### config.mk
export PLATFORM = sky130hd
export DESIGN_NAME = if_fetch_unit
export DESIGN_NICKNAME = d
export VERILOG_FILES = /design/src/rtl/if_fetch_unit.sv
export SDC_FILE = /design/constraint.sdc
export NUM_CORES = 1
export LEC_CHECK = 0
export CELL_PAD_IN_SITES_DETAIL_PLACEMENT = 1
export CELL_PAD_IN_SITES_GLOBAL_PLACEMENT = 1
export CORE_ASPECT_RATIO = 0.5
export CORE_MARGIN = 2
export CORE_UTILIZATION = 44
export CTS_BUF_LIST = sky130_fd_sc_hd__clkbuf_8
export DETAILED_ROUTE_END_ITERATION = 12
export HOLD_SLACK_MARGIN = 0.02
export PLACE_DENSITY = 0.78
export SYNTH_ARGS = -nofsm -noshare
export SYNTH_HDL_FRONTEND = slang
export SYNTH_SLANG_ARGS = --single-unit
export TNS_END_PERCENT = 20
### constraint.sdc
create_clock -name clk -period 6.2 [get_ports clk]
set_input_delay 1.24 -clock clk [delete_from_list [all_inputs] [get_ports clk]]
set_output_delay 1.24 -clock clk [all_outputs]
set_load 0.005 [all_outputs]
### src/rtl/if_fetch_unit.sv
// ---------------------------------------------------------------------------
// if_fetch_unit
//
// Instruction-fetch stage feeding the decode stage. Owns the fetch PC,
// issues single-word reads to instruction memory over a req/ack handshake,
// buffers returned words in a small prefetch queue and presents the head
// instruction (with its address + 4) to decode. Honours the hazard stall
// (freeze) and redirects coming back from the execute stage.
//
// Parameters
//   DEPTH     prefetch queue entries (power of two, >= 2)
//   RESET_PC  first fetch address after reset
//
// Ports
//   clk           in   rising-edge clock
//   rst           in   asynchronous reset, active-low
//   freeze        in   hazard stall: head instruction is not consumed
//   branch_taken  in   redirect request from EXE (flushes the queue)
//   branch_addr   in   redirect target, word aligned
//   imem_req      out  memory read request (held until acknowledged)
//   imem_addr     out  memory read address, stable while imem_req=1
//   imem_ack      in   read complete, imem_rdata valid this cycle
//   imem_rdata    in   read data
//   Instruction   out  head instruction, 0 when inst_valid=0
//   PC            out  head instruction address + 4, 0 when inst_valid=0
//   inst_valid    out  prefetch queue non-empty
// ---------------------------------------------------------------------------
module if_fetch_unit #(
    parameter int          DEPTH    = 4,
    parameter logic [31:0] RESET_PC = 32'h0000_0000
) (
    input  logic        clk,
    input  logic        rst,
    input  logic        freeze,
    input  logic        branch_taken,
    input  logic [31:0] branch_addr,
    output logic        imem_req,
    output logic [31:0] imem_addr,
    input  logic        imem_ack,
    input  logic [31:0] imem_rdata,
    output logic [31:0] Instruction,
    output logic [31:0] PC,
    output logic        inst_valid
);

    localparam int PTR_W = $clog2(DEPTH);
    localparam int CNT_W = PTR_W + 1;
    localparam logic [CNT_W-1:0] DEPTH_C = CNT_W'(DEPTH);

    typedef enum logic [1:0] {
        IDLE = 2'd0,
        WAIT = 2'd1,
        DROP = 2'd2
    } fetchState_e;

    fetchState_e       state_q,    state_d;
    logic [31:0]       fetchPc_q,  fetchPc_d;
    logic [31:0]       reqAddr_q,  reqAddr_d;
    logic [CNT_W-1:0]  count_q,    count_d;
    logic [PTR_W-1:0]  headPtr_q,  headPtr_d;
    logic [PTR_W-1:0]  tailPtr_q,  tailPtr_d;

    logic [31:0]       qInstr [DEPTH];
    logic [31:0]       qAddr  [DEPTH];

    logic              push;
    logic              pop;
    logic              hasRoom;

    // Queue head drives decode directly; everything is forced to zero when
    // the queue is empty so decode never sees stale words.
    always_comb begin
        inst_valid  = (count_q != '0);
        Instruction = 32'h0;
        PC          = 32'h0;
        if (inst_valid) begin
            Instruction = qInstr[headPtr_q];
            PC          = qAddr[headPtr_q] + 32'd4;
        end
    end

    assign imem_req  = (state_q != IDLE);
    assign imem_addr = reqAddr_q;

    // A word is only kept when it answers a live (non-dropped) request and
    // no redirect is happening on the same edge. A redirect also blocks the
    // pop, since the head is wrong-path anyway.
    always_comb begin
        push = (state_q == WAIT) && imem_ack && !branch_taken;
        pop  = inst_valid && !freeze && !branch_taken;
    end

    // Occupancy after this edge; the fetch FSM uses it to decide whether
    // another request can be launched without overflowing the queue.
    always_comb begin
        count_d   = count_q + CNT_W'(push) - CNT_W'(pop);
        headPtr_d = headPtr_q + PTR_W'(pop);
        tailPtr_d = tailPtr_q + PTR_W'(push);
        if (branch_taken) begin
            count_d   = '0;
            headPtr_d = '0;
            tailPtr_d = '0;
        end
        hasRoom = (count_d < DEPTH_C);
    end

    // Fetch FSM next state. DROP marks a request that must still complete
    // on the bus (address held) but whose data belongs to the old path.
    always_comb begin
        state_d   = state_q;
        fetchPc_d = fetchPc_q;
        reqAddr_d = reqAddr_q;
        case (state_q)
            IDLE: begin
                if (branch_taken) begin
                    fetchPc_d = branch_addr;
                    reqAddr_d = branch_addr;
                    state_d   = WAIT;
                end else if (hasRoom) begin
                    reqAddr_d = fetchPc_q;
                    state_d   = WAIT;
                end
            end
            WAIT: begin
                if (imem_ack) begin
                    if (branch_taken) begin
                        fetchPc_d = branch_addr;
                        reqAddr_d = branch_addr;
                        state_d   = WAIT;
                    end else begin
                        fetchPc_d = reqAddr_q + 32'd4;
                        if (hasRoom) begin
                            reqAddr_d = reqAddr_q + 32'd4;
                            state_d   = WAIT;
                        end else begin
                            state_d   = IDLE;
                        end
                    end
                end else if (branch_taken) begin
                    fetchPc_d = branch_addr;
                    state_d   = DROP;
                end
            end
            DROP: begin
                if (imem_ack) begin
                    if (branch_taken) begin
                        fetchPc_d = branch_addr;
                        reqAddr_d = branch_addr;
                    end else begin
                        reqAddr_d = fetchPc_q;
                    end
                    state_d = WAIT;
                end else if (branch_taken) begin
                    fetchPc_d = branch_addr;
                end
            end
            default: begin
                state_d = IDLE;
            end
        endcase
    end

    // Control registers with asynchronous active-low reset.
    always_ff @(posedge clk or negedge rst) begin
        if (!rst) begin
            state_q   <= IDLE;
            fetchPc_q <= RESET_PC;
            reqAddr_q <= 32'h0;
            count_q   <= '0;
            headPtr_q <= '0;
            tailPtr_q <= '0;
        end else begin
            state_q   <= state_d;
            fetchPc_q <= fetchPc_d;
            reqAddr_q <= reqAddr_d;
            count_q   <= count_d;
            headPtr_q <= headPtr_d;
            tailPtr_q <= tailPtr_d;
        end
    end

    // Queue storage needs no reset: entries are only visible through the
    // count, which is reset.
    always_ff @(posedge clk) begin
        if (push) begin
            qInstr[tailPtr_q] <= imem_rdata;
            qAddr[tailPtr_q]  <= reqAddr_q;
        end
    end

endmodule

Yosys cells after proc, flatten, opt, wreduce, memory -nomap -nowiden
Memory sizes are Yosys's and may differ from the RTL's. Cells that the tools add are included.

Add/sub/neg operators: 6. Mux-type cells: 26. Order comparisons: 1. Equality and inequality tests: 7. Reduce and logical (&&, ||, !) cells: 14.

Operators with widths (count): $mux 32 (11); $pmux 32 s3 (1); $add 32x3->32 const B (2); $pmux 32 s2 (1); $mux 2 (7); $ne 3x3->1 const B (3); $pmux 2 s3 (1); $reduce_bool 3->1 (2); $reduce_and 5->1 (1); $add 2x1->2 (2); $logic_and 1x1->1 (4); $mux 1 (4); $ne 2x2->1 const B (2); $reduce_bool 2->1 (2); $add 3x1->3 (1); $lt 3x3->1 const B (1); $mux 3 (1); $reduce_and 3->1 (1); $sub 3x1->3 (1); $eq 2x1->1 const B (1); $eq 2x2->1 const B (1); $logic_not 1->1 (2); $logic_not 2->1 (1); $reduce_or 2->1 (1).

RAM bits: 256. Bits in registers: 73. Memories: 2. Word-level logic and storage cells: 62.

Memories: qAddr (words 4, bits a word 32, read ports 1, clocked after memory_dff 0, wr ports 1, line 64) `logic [31:0] qAddr [DEPTH];`; qInstr (words 4, bits a word 32, read ports 1, clocked after memory_dff 0, wr ports 1, line 63) `logic [31:0] qInstr [DEPTH];`.

Logic depth before layout (Yosys ltp)
Gate-level depths: netlist (run 1).

Depth after elaboration: 11. Mapped depth: 16. Gate-level depth less buffers: 12.

Worst setup path after synthesis (run 1)
Ideal clock, no wire load.

Path kind: input port to flip-flop. From: input port branch_taken. To: memory qAddr[1][0] (enable). Setup slack: -1.054 ns. Data required time: 5.622 ns. Arrival time: 6.676 ns. Stages: 4. Path through: clkbuf_1 > nor2_1 > nand2_1 > nor3b_1.

Cells in the longest elaborated chain, start to end: 4.

RTL lines: start: declaration (line 35) `input logic branch_taken,`; $logic_not 1->1 (line 89) `push = (state_q == WAIT) && imem_ack && !branch_taken;`; $logic_and 1x1->1 (line 89); $mux 1 (line 185) `if (push) begin`; $mux 1 (implied by the code) (line 187) `qAddr[tailPtr_q] <= reqAddr_q;`; end: declaration (line 64).

No other way between the ends.

Worst setup path in the final report (run 1)
From: register headPtr_q[1]. To: output port PC[28].

Cells in the longest elaborated chain, start to end: 3.

RTL lines: start: declaration (line 60) `logic [PTR_W-1:0] headPtr_q, headPtr_d;`; start signal: assignment (line 177) `headPtr_q <= headPtr_d;`; $mem_v2 4x32; $add 32x3->32 (line 78) `PC = qAddr[headPtr_q] + 32'd4;`; $mux 32 (line 76) `if (inst_valid) begin`; end: declaration (line 42) `output logic [31:0] PC,`.

No other way between the ends.

==> metrics.cfg, run 1 <==
[timing]
finalSetupViolations=0
max_slew_margin_pct=29.5
rsz0062_at_grt=no
hold_viol=0
skew_ps=24.6
timing.fmax_mhz=191
finalCritPeriodShare_pct=84.3
worstMarginPinSlew_ps=1050
final.setup.tns_ps=0
fin_crit_ps=5230
slew_violations=0

[synthesis]
synth.top_cell.area_share_pct=52.0
avgSynthCellArea_um2=14.4
yosysWarnings=0
synth_edf_count=256
yosysSeqAreaShare_pct=64.4
async_reset_ff_share_pct=22.2
syn_nets=1101
syn_area_um2=14800
ys_seq_elements=329
yosys.area.top_type=edfxtp_1
yosysUniqueCellTypes=68
syn_inst=1026
synthTopCellsByArea=edfxtp_1 (52%), dfrtp_1 (12%), mux4_2 (8.5%)
ys.flop_type=edfxtp_1

[pwr]
peakVddDrop_mv=0.169
p_per_area_nw_per_um2=421
p_leak_uw=0.00599

[floorplanning]
coreArea_um2=33000
die_area_um2=35100
io_pins=167
chipHeight_um=134
die_width_um=263
start_util_pct=44.7
num_rows=47

[cells_and_area]
finalNonFillerCells=1676
syn_to_final_growth_pct=20.6
mostFrequentLayoutCells=edfxtp_1 (256), clkdlybuf4s50_1 (164), dfrtp_1 (71)
multi_input_area_um2=4950
fill_cells=3268
regArea_um2=9520
layout-drive-gt1-share_pct=13.7
layout_commonest_cell=edfxtp_1
design.final.nets=1270

[cts]
cts_buffer_depth=3
cts_tree=built
numCtsBuffers=48
cts_sinks=329
postCtsHoldBufs=0
worstSkewPairLatency_ps=590
clk_pin_slew_ps=70
cts_root_buffer=clkbuf_8
post_cts_buffers=0
cts_resized=0
cts_max_level=2

[detailed_routing]
routed_wl_mm=40.4
vias_per_cell=5.88
ant_nets=0
drc=0
drt_iter0_markers=595
vias=9857
wl_per_cell_um=24.1
dr.pass1.iters=5

[grt]
grt_overflow_total=0
grt_antenna_before_repair=1
grt_pass1_wl_mm=63.0
grt_max_degree=74
grt_use_total_pct=23.2
grt_pass1_vias=10685

[run]
maxCapViolations=0

[critical_path]
r2r_cells=14
endpoint_kind=primary output
critPathArrivalTime_ps=3990
worstPathRequired_ps=4960
r2r_start=state_q[0]
timing.critical_path.from=headPtr_q[1]
endpoint=PC[28]
rrSetupSlack_ps=2230
worst-setup-path-type=reg -> out
crit_fanout=26
crit_path_start_kind=flip-flop
r2r_end=imem_addr[1]

[place]
place.port_buffers=166
hpwl_mm=26.3
place.gp.congestion=0.833
dp_cells=1586

[status]
status=completed

[min_path]
hold_class=reg -> reg

==> flip-flops by register name, indices dropped and copies added, names as in the netlist <==
register / count
imem_addr: 32
qInstr: 128
fetchPc_q: 32
tailPtr_q: 2
qAddr: 128
headPtr_q: 2
state_q: 2
count_q: 3
==> cell usage after synthesis (4+ instances only) <==
library cell  count
nand4_1           6
nor2_1           64
xnor2_1          28
a211oi_1          4
o31a_1            4
nor2b_1           7
and3_1           16
dfrtp_1          73
o2bb2ai_1        11
edfxtp_1        256
mux2_2            4
nand2_1          54
mux4_1            8
a21boi_0          6
o21a_1            4
a31oi_1          11
or4_1             6
nand2b_1          5
ha_1              5
buf_2             8
nor3_1           21
a221oi_1          7
clkbuf_1         50
o21ai_0          40
o31ai_1           8
nand4_2           5
and2_1           40
o22ai_1          28
a32oi_1           4
or2_2             7
a21oi_1          56
nor4_1           12
o22a_1            4
xor2_1            7
or3_1            13
buf_1             5
mux4_2           56
mux2i_1           5
nand3_1          17
inv_1            15
a21o_1            4
==> worst max-delay path, cell delays in order (launching register included) <==
cell and delay (ps):
dfrtp_2 780, buf_4 380, mux4_2 320, nand4_2 200, or3_4 450, or4b_1 520, a21oi_1 190, clkdlybuf4s50_1 530
==> how the worst min path moves through the flow <==
stage / startpoint / end / slack (ps) / cells after the start
after floorplan: fetchPc_q[28] / fetchPc_q[28] / 450 / 2
after global placement: fetchPc_q[28] / fetchPc_q[28] / 470 / 2
after detailed placement: fetchPc_q[8] / fetchPc_q[8] / 510 / 1
after CTS: fetchPc_q[8] / fetchPc_q[8] / 520 / 1
after global routing: fetchPc_q[8] / fetchPc_q[8] / 540 / 1
final: fetchPc_q[8] / fetchPc_q[8] / 520 / 1
==> power by group <==
part           internal [uW]  switching [uW]
sequential              2780             526
combinational           1240            1230
clock                    877             844
==> logic make-up (layout without fill, tap and decap cells) <==
group | Yosys count | in the layout | synth area share [%]
and+or+nand+nor | 290 | 290 | 10.6
buffers and inverters | 81 | 288 | 2.34
xor gates and xnor gates | 36 | 36 | 2.23
other | 0 | 2 | 0
AOI/OAI and AO/OA | 211 | 211 | 9.22
muxes | 73 | 73 | 10.6
DFF | 329 | 329 | 64.4
adders and majority gates | 6 | 6 | 0.559
==> per-layer routing <==
metal | share of wire, % | up-vias | global-route usage (%)
li1 | - | 4364 | -
met1 | 42 | 5134 | 29.8
met2 | 51 | 280 | 40.6
met3 | 4.4 | 79 | 3.59
met4 | 3.0 | 0 | 7.90
met5 | 0 | - | 0
==> stage by stage <==
stage / power, uW / hold slack, ps / utilization [%] / worst slack (ps) / cell area [um2]
6_report: 7500 / 518 / 53.9 / 971 / 17800
5_1_grt: 7880 / 541 / 53.9 / 770 / 17800
4_1_cts: 7540 / 523 / 53.9 / 922 / 17800
3_5_place_dp: 5820 / 508 / 51.1 / 1550 / 16900
3_3_place_gp: 5690 / 470 / 51.1 / 1670 / 16900
2_1_floorplan: 4480 / 453 / - / -685 / 14800
==> layout make-up <==
type | count | area share, %
flip-flops and latches | 329 | 53.4
multi-input cells | 616 | 27.8
repair buffers | 185 | 10.1
clock buffers | 50 | 3.86
well taps | 441 | 3.10
clock inverters | 38 | 1.36
inverters | 15 | 0.316
diodes | 2 | 0.0281
(Power assumes the default switching activity.)
==> run 2, diff against run 1 <==
Clock period 6.2 ns to 4.8 ns, I/O delays scaled along.
==> run 2 against run 1 <==
  * Sequential share of layout area decreased by 0.59 points
  * Worst hold slack lost 9.6 ps
  * Core utilization rose by 0.62 points
  * Flip-flop and latch count unchanged
  * Critical path type unchanged
  * Largest cell class unchanged
  * Sequential power increased by 29%
  * First-iteration DRC count increased by 24%
  * Combinational power grew 33%
  * Global-route usage is 0.51 points higher
  * Wire length grew 2.5%
  * Critical path depth unchanged
  * Via count rose by 2.2%
  * Final cell count grew 0.66%
==> metrics.cfg, run 2 (synthesis gave the netlist of run 1 again) <==
[status]
status=completed

[detailed_routing]
drt_iter0_markers=738  ; +24%
routed_wl_mm=41.4  ; +2.5%
dr.pass1.iters=5  ; unchanged
vias=10077  ; +2.2%
drc=0  ; unchanged
wl_per_cell_um=24.6  ; +1.8%
vias_per_cell=5.97  ; +1.6%
ant_nets=0  ; unchanged

[timing]
hold_viol=0  ; unchanged
finalCritPeriodShare_pct=96.7
rsz0062_at_grt=no
skew_ps=31.7  ; +7.04 ps
fin_crit_ps=4640
timing.fmax_mhz=215
layout_setup_ws_ps=158  ; -813 ps
finalSetupViolations=0  ; unchanged
slew_violations=0  ; unchanged
worstMarginPinSlew_ps=1200  ; +154 ps
max_slew_margin_pct=19.1  ; -10 points

[cells_and_area]
layout-drive-gt1-share_pct=15.1  ; +1.4 points
post-route-util_pct=54.5  ; +0.62 points
syn_to_final_growth_pct=22.0
largestRegisters=qAddr (128), qInstr (128)
finalNonFillerCells=1687  ; +0.66%
mostFrequentLayoutCells=edfxtp_1 (256), clkdlybuf4s50_1 (164), dfrtp_1 (71)
layout_commonest_cell=edfxtp_1
fin_area_um2=18000  ; +1.1%
design.final.nets=1279  ; +0.71%

[floorplanning]
start_util_pct=44.7  ; unchanged
die_area_um2=35100  ; unchanged
io_pins=167  ; unchanged
coreArea_um2=33000  ; unchanged
die_width_um=263  ; unchanged
num_rows=47  ; unchanged
chipHeight_um=134  ; unchanged

[cts]
cts_tree=built
cts_max_level=2  ; unchanged
worstSkewPairLatency_ps=590  ; about the same
numCtsBuffers=48  ; unchanged
cts_sinks=329  ; unchanged
postCtsHoldBufs=0  ; unchanged
cts_root_buffer=clkbuf_8
clk_pin_slew_ps=70  ; about the same
cts_buffer_depth=3  ; unchanged

[critical_path]
worstPathRequired_ps=3840  ; -1120 ps
worst-setup-path-type=reg -> out
r2r_end=imem_addr[0]
r2r_cells=14  ; unchanged
crit_path_start_kind=flip-flop
r2r_start=count_q[1]
rrSetupSlack_ps=1230  ; -1000 ps
endpoint_kind=primary output
worstPathCellList=buf_16, mux4_1, nand4_2, or2_1, or4_1, a21oi_1, clkdlybuf4s50_1
critPathArrivalTime_ps=3680  ; -310 ps
cpPeakStageDelay_ps=630  ; -150 ps
crit_fanout=16  ; -38%
slowest_stage=dfrtp_4

[run]
maxCapViolations=0  ; unchanged

[place]
place.gp.congestion=0.840  ; +0.85%
hpwl_mm=26.6  ; +0.96%
dpl-instance-area_um2=17000  ; +0.58%
place.port_buffers=166  ; unchanged
dp_cells=1594  ; +0.50%
dpl_worst_slack_ps=577  ; -975 ps

[grt]
grt_use_total_pct=23.7  ; +0.51 points
grt_pass1_wl_mm=63.8  ; +1.4%
grt_max_degree=74  ; unchanged
grt_overflow_total=0  ; unchanged
grt_pass1_vias=10985  ; +2.8%
grt_antenna_before_repair=2  ; +1

[pwr]
p_per_area_nw_per_um2=550  ; +31%
p_total_uw=9920  ; +32%
p_leak_uw=0.00607  ; +1.4%
peakVddDrop_mv=0.260  ; +54%

[min_path]
min-delay-start=fetchPc_q[9]
holdPathEnd=fetchPc_q[9]
hold_class=reg -> reg
hold_depth=1  ; unchanged

run 2: cell types whose count changed in the layout (fill, tap and decap cells not counted), sizes merged:
cell	before	now
clkinvlp	0	3
clkbuf	50	51
clkinv	18	14
bufinv	3	5
buf	21	30
run 2: worst max-delay path by stage:
stage / start / to / slack [ps] / cells past startpoint
5_1_grt: headPtr_q[0] / PC[26] / 8 / 7
3_3_place_gp: headPtr_q[1] / PC[26] / 640 / 7
2_1_floorplan: branch_taken / qAddr[0][0] / -1810 / 4
3_5_place_dp: headPtr_q[1] / PC[22] / 580 / 7
6_report: headPtr_q[0] / PC[26] / 160 / 7
4_1_cts: headPtr_q[0] / PC[22] / 90 / 7
run 2: metrics by stage:
step	hold WS, ps	TNS [ps]
3_5_place_dp	497	0
6_report	508	0
2_1_floorplan	453	-145010
5_1_grt	528	0
4_1_cts	511	0
3_3_place_gp	469	0
run 2: final cells by class:
type                            instances  area, um2
Clock buffer                           51        702
Tap cell                              441        552
Fill cell                            3232      15000
Sequential cell                       329       9520
Multi-Input combinational cell        616       4960
Clock inverter                         39        295
Inverter                               15       56.3
Timing Repair Buffer                  194       1930
Antenna cell                            2       5.00
run 2: critical path: cells and delay by family (launching register included):
family                 cells  cell delay [ps]
muxes                      1              450
DFF                        1              630
and+or+nand+nor            3             1050
buffers and inverters      2              790
AOI/OAI and AO/OA          1              160
run 2: report_power, final:
part | internal (uW) | switching [uW]
combinational | 1650 | 1640
sequential | 3590 | 667
clock | 1260 | 1110
run 2: metal layers:
metal	vias up	GRT usage [%]	wire length, um
met4	0	10.5	1640
met2	347	40.1	20600
li1	4382	-	-
met3	102	4.27	2130
met1	5246	30.2	17100
met5	-	0	0
run 2: what timing repair did:
item | CTS | global route
gates resized for setup | 1 | 5
setup buffers | 1 | 0
endpoints found under the setup margin | 3 | 3
cloned | 0 | 0
==> RTL change, RTL diff (settings of run 2) <==
Set the parameter `DEPTH` to 16 (it was 4).
--- a/src/rtl/if_fetch_unit.sv
+++ b/src/rtl/if_fetch_unit.sv
@@ -26,7 +26,7 @@
 //   inst_valid    out  prefetch queue non-empty
 // ---------------------------------------------------------------------------
 module if_fetch_unit #(
-    parameter int          DEPTH    = 4,
+    parameter int          DEPTH    = 16,
     parameter logic [31:0] RESET_PC = 32'h0000_0000
 ) (
     input  logic        clk,
Check against the original RTL: no difference found for any inputs over 4 cycles, from zero or initial values and one cycle with rst low; that may be too few to reach the edited logic, so the function may still have changed.
==> RTL change against run 2 <==
- the run now ends with negative setup slack left
- total power increased to 2.8 times the old value
- sequential cell count grew 774
- setup slack lost 0.74 ns
- combinational power increased by 140%
- via count increased to 2.6 times the old value
- area after synthesis grew to 3.0 times the old value
- routed wire length rose to 3.4 times the old value
- count of clock-buffer cells in the layout is 110 higher
- non-clock buffer count grew 182
- clock skew is 0.029 ns higher
- final area grew to 2.9 times the old value
==> RTL change: results (changes against run 2) <==
* Routed wl met2 at 70.01 mm (+240%)
* Critical Path Sink: PC[30]
* Final setup TNS at -5.989 ns (-5.989 ns)
* Initial DRC Count at 3,580 (+390%)
* Final Wtd Congestion at 0.7826 (-6.9%)
* H-tree depth at 4 (+2)
* Met3 WL at 12.11 mm (+470%)
* Nets at 2,746 (+110%)
* Global-route usage over all layers at 26.20% (+2.5 points)
* Via density per instance at 6.326 (+5.9%)
* Inverters excl. clock at 25 (+10)
* Crit Path Max Fanout at 6 (-10)
* Diode count at 3 (+1)
* Multi-input gate share of total cell area at 21.92% (-5.6 points)
* Dpl cell area at 0.04851 sq mm (+190%)
* Post-synth top cells: edfxtp_1 (1,024), mux4_2 (240), nand2_1 (110), nor2_1 (97), dfrtp_1 (79)
* Status: complete, but fails checks
* Setup-failing EPs final at 30 (+30)
* HP Class: in -> async
* DP HPWL at 68.55 mm (+160%)
* Worst Skew at 0.06031 ns (+0.02863 ns)
* CP top delay family: buffers and inverters
* RR Startpoint: count_q[3]
* Slew @ Worst Pin at 1.090 ns (-0.1115 ns)
* Compound-Gate Fraction of Synth Area at 3.692% (-5.5 points)
* Crit-path max cell delay at 0.51 ns (-0.12 ns)
* NonClk Buf Share at 7.537% (-3.2 points)
* Violated checks: negative setup slack
* Cell variety after synth at 63 (-7.4%)
* Final worst-path setup slack at -0.5808 ns (-0.7386 ns)
* Syn_area_per_cell at 19.70 sq um (+37%)
* Largest cells by area after synthesis: edfxtp_1 (69%), mux4_2 (12%), dfrtp_1 (4.4%), mux4_1 (2.8%), nand2_1 (0.93%)
* Vias in the first global route at 27,254 (+150%)
* Post-Synthesis Net Count at 2,337 (+110%)
[RTL change: cell types whose count changed in the layout (fill, tap and decap cells not counted), moves of 23 or more]
cell,delta
a22oi_2,+24
buf_4,+106
clkdlybuf4s50_1,-42
buf_6,+34
dlygate4sd2_1,+23
buf_12,+34
nand2_1,+30
edfxtp_1,+768
mux4_2,+209
clkbuf_8,+110
inv_1,+32
clkinv_1,+32
[RTL change: report_power, final]
| part | internal, W | total [W] | switching (W) | leakage (nW) |
|---|---|---|---|---|
| Sequential | 0.0115 | 0.0125 | 0.000930 | 10.1 |
| Clock | 0.00347 | 0.00747 | 0.00400 | 1.66 |
| Combinational | 0.00390 | 0.00805 | 0.00415 | 5.41 |
[RTL change: per-layer routing]
layer | GRT usage [%] | vias up
li1 | - | 10093
met1 | 34.06 | 13838
met2 | 43.01 | 1854
met3 | 5.077 | 387
met4 | 11.80 | 0
met5 | 0 | -
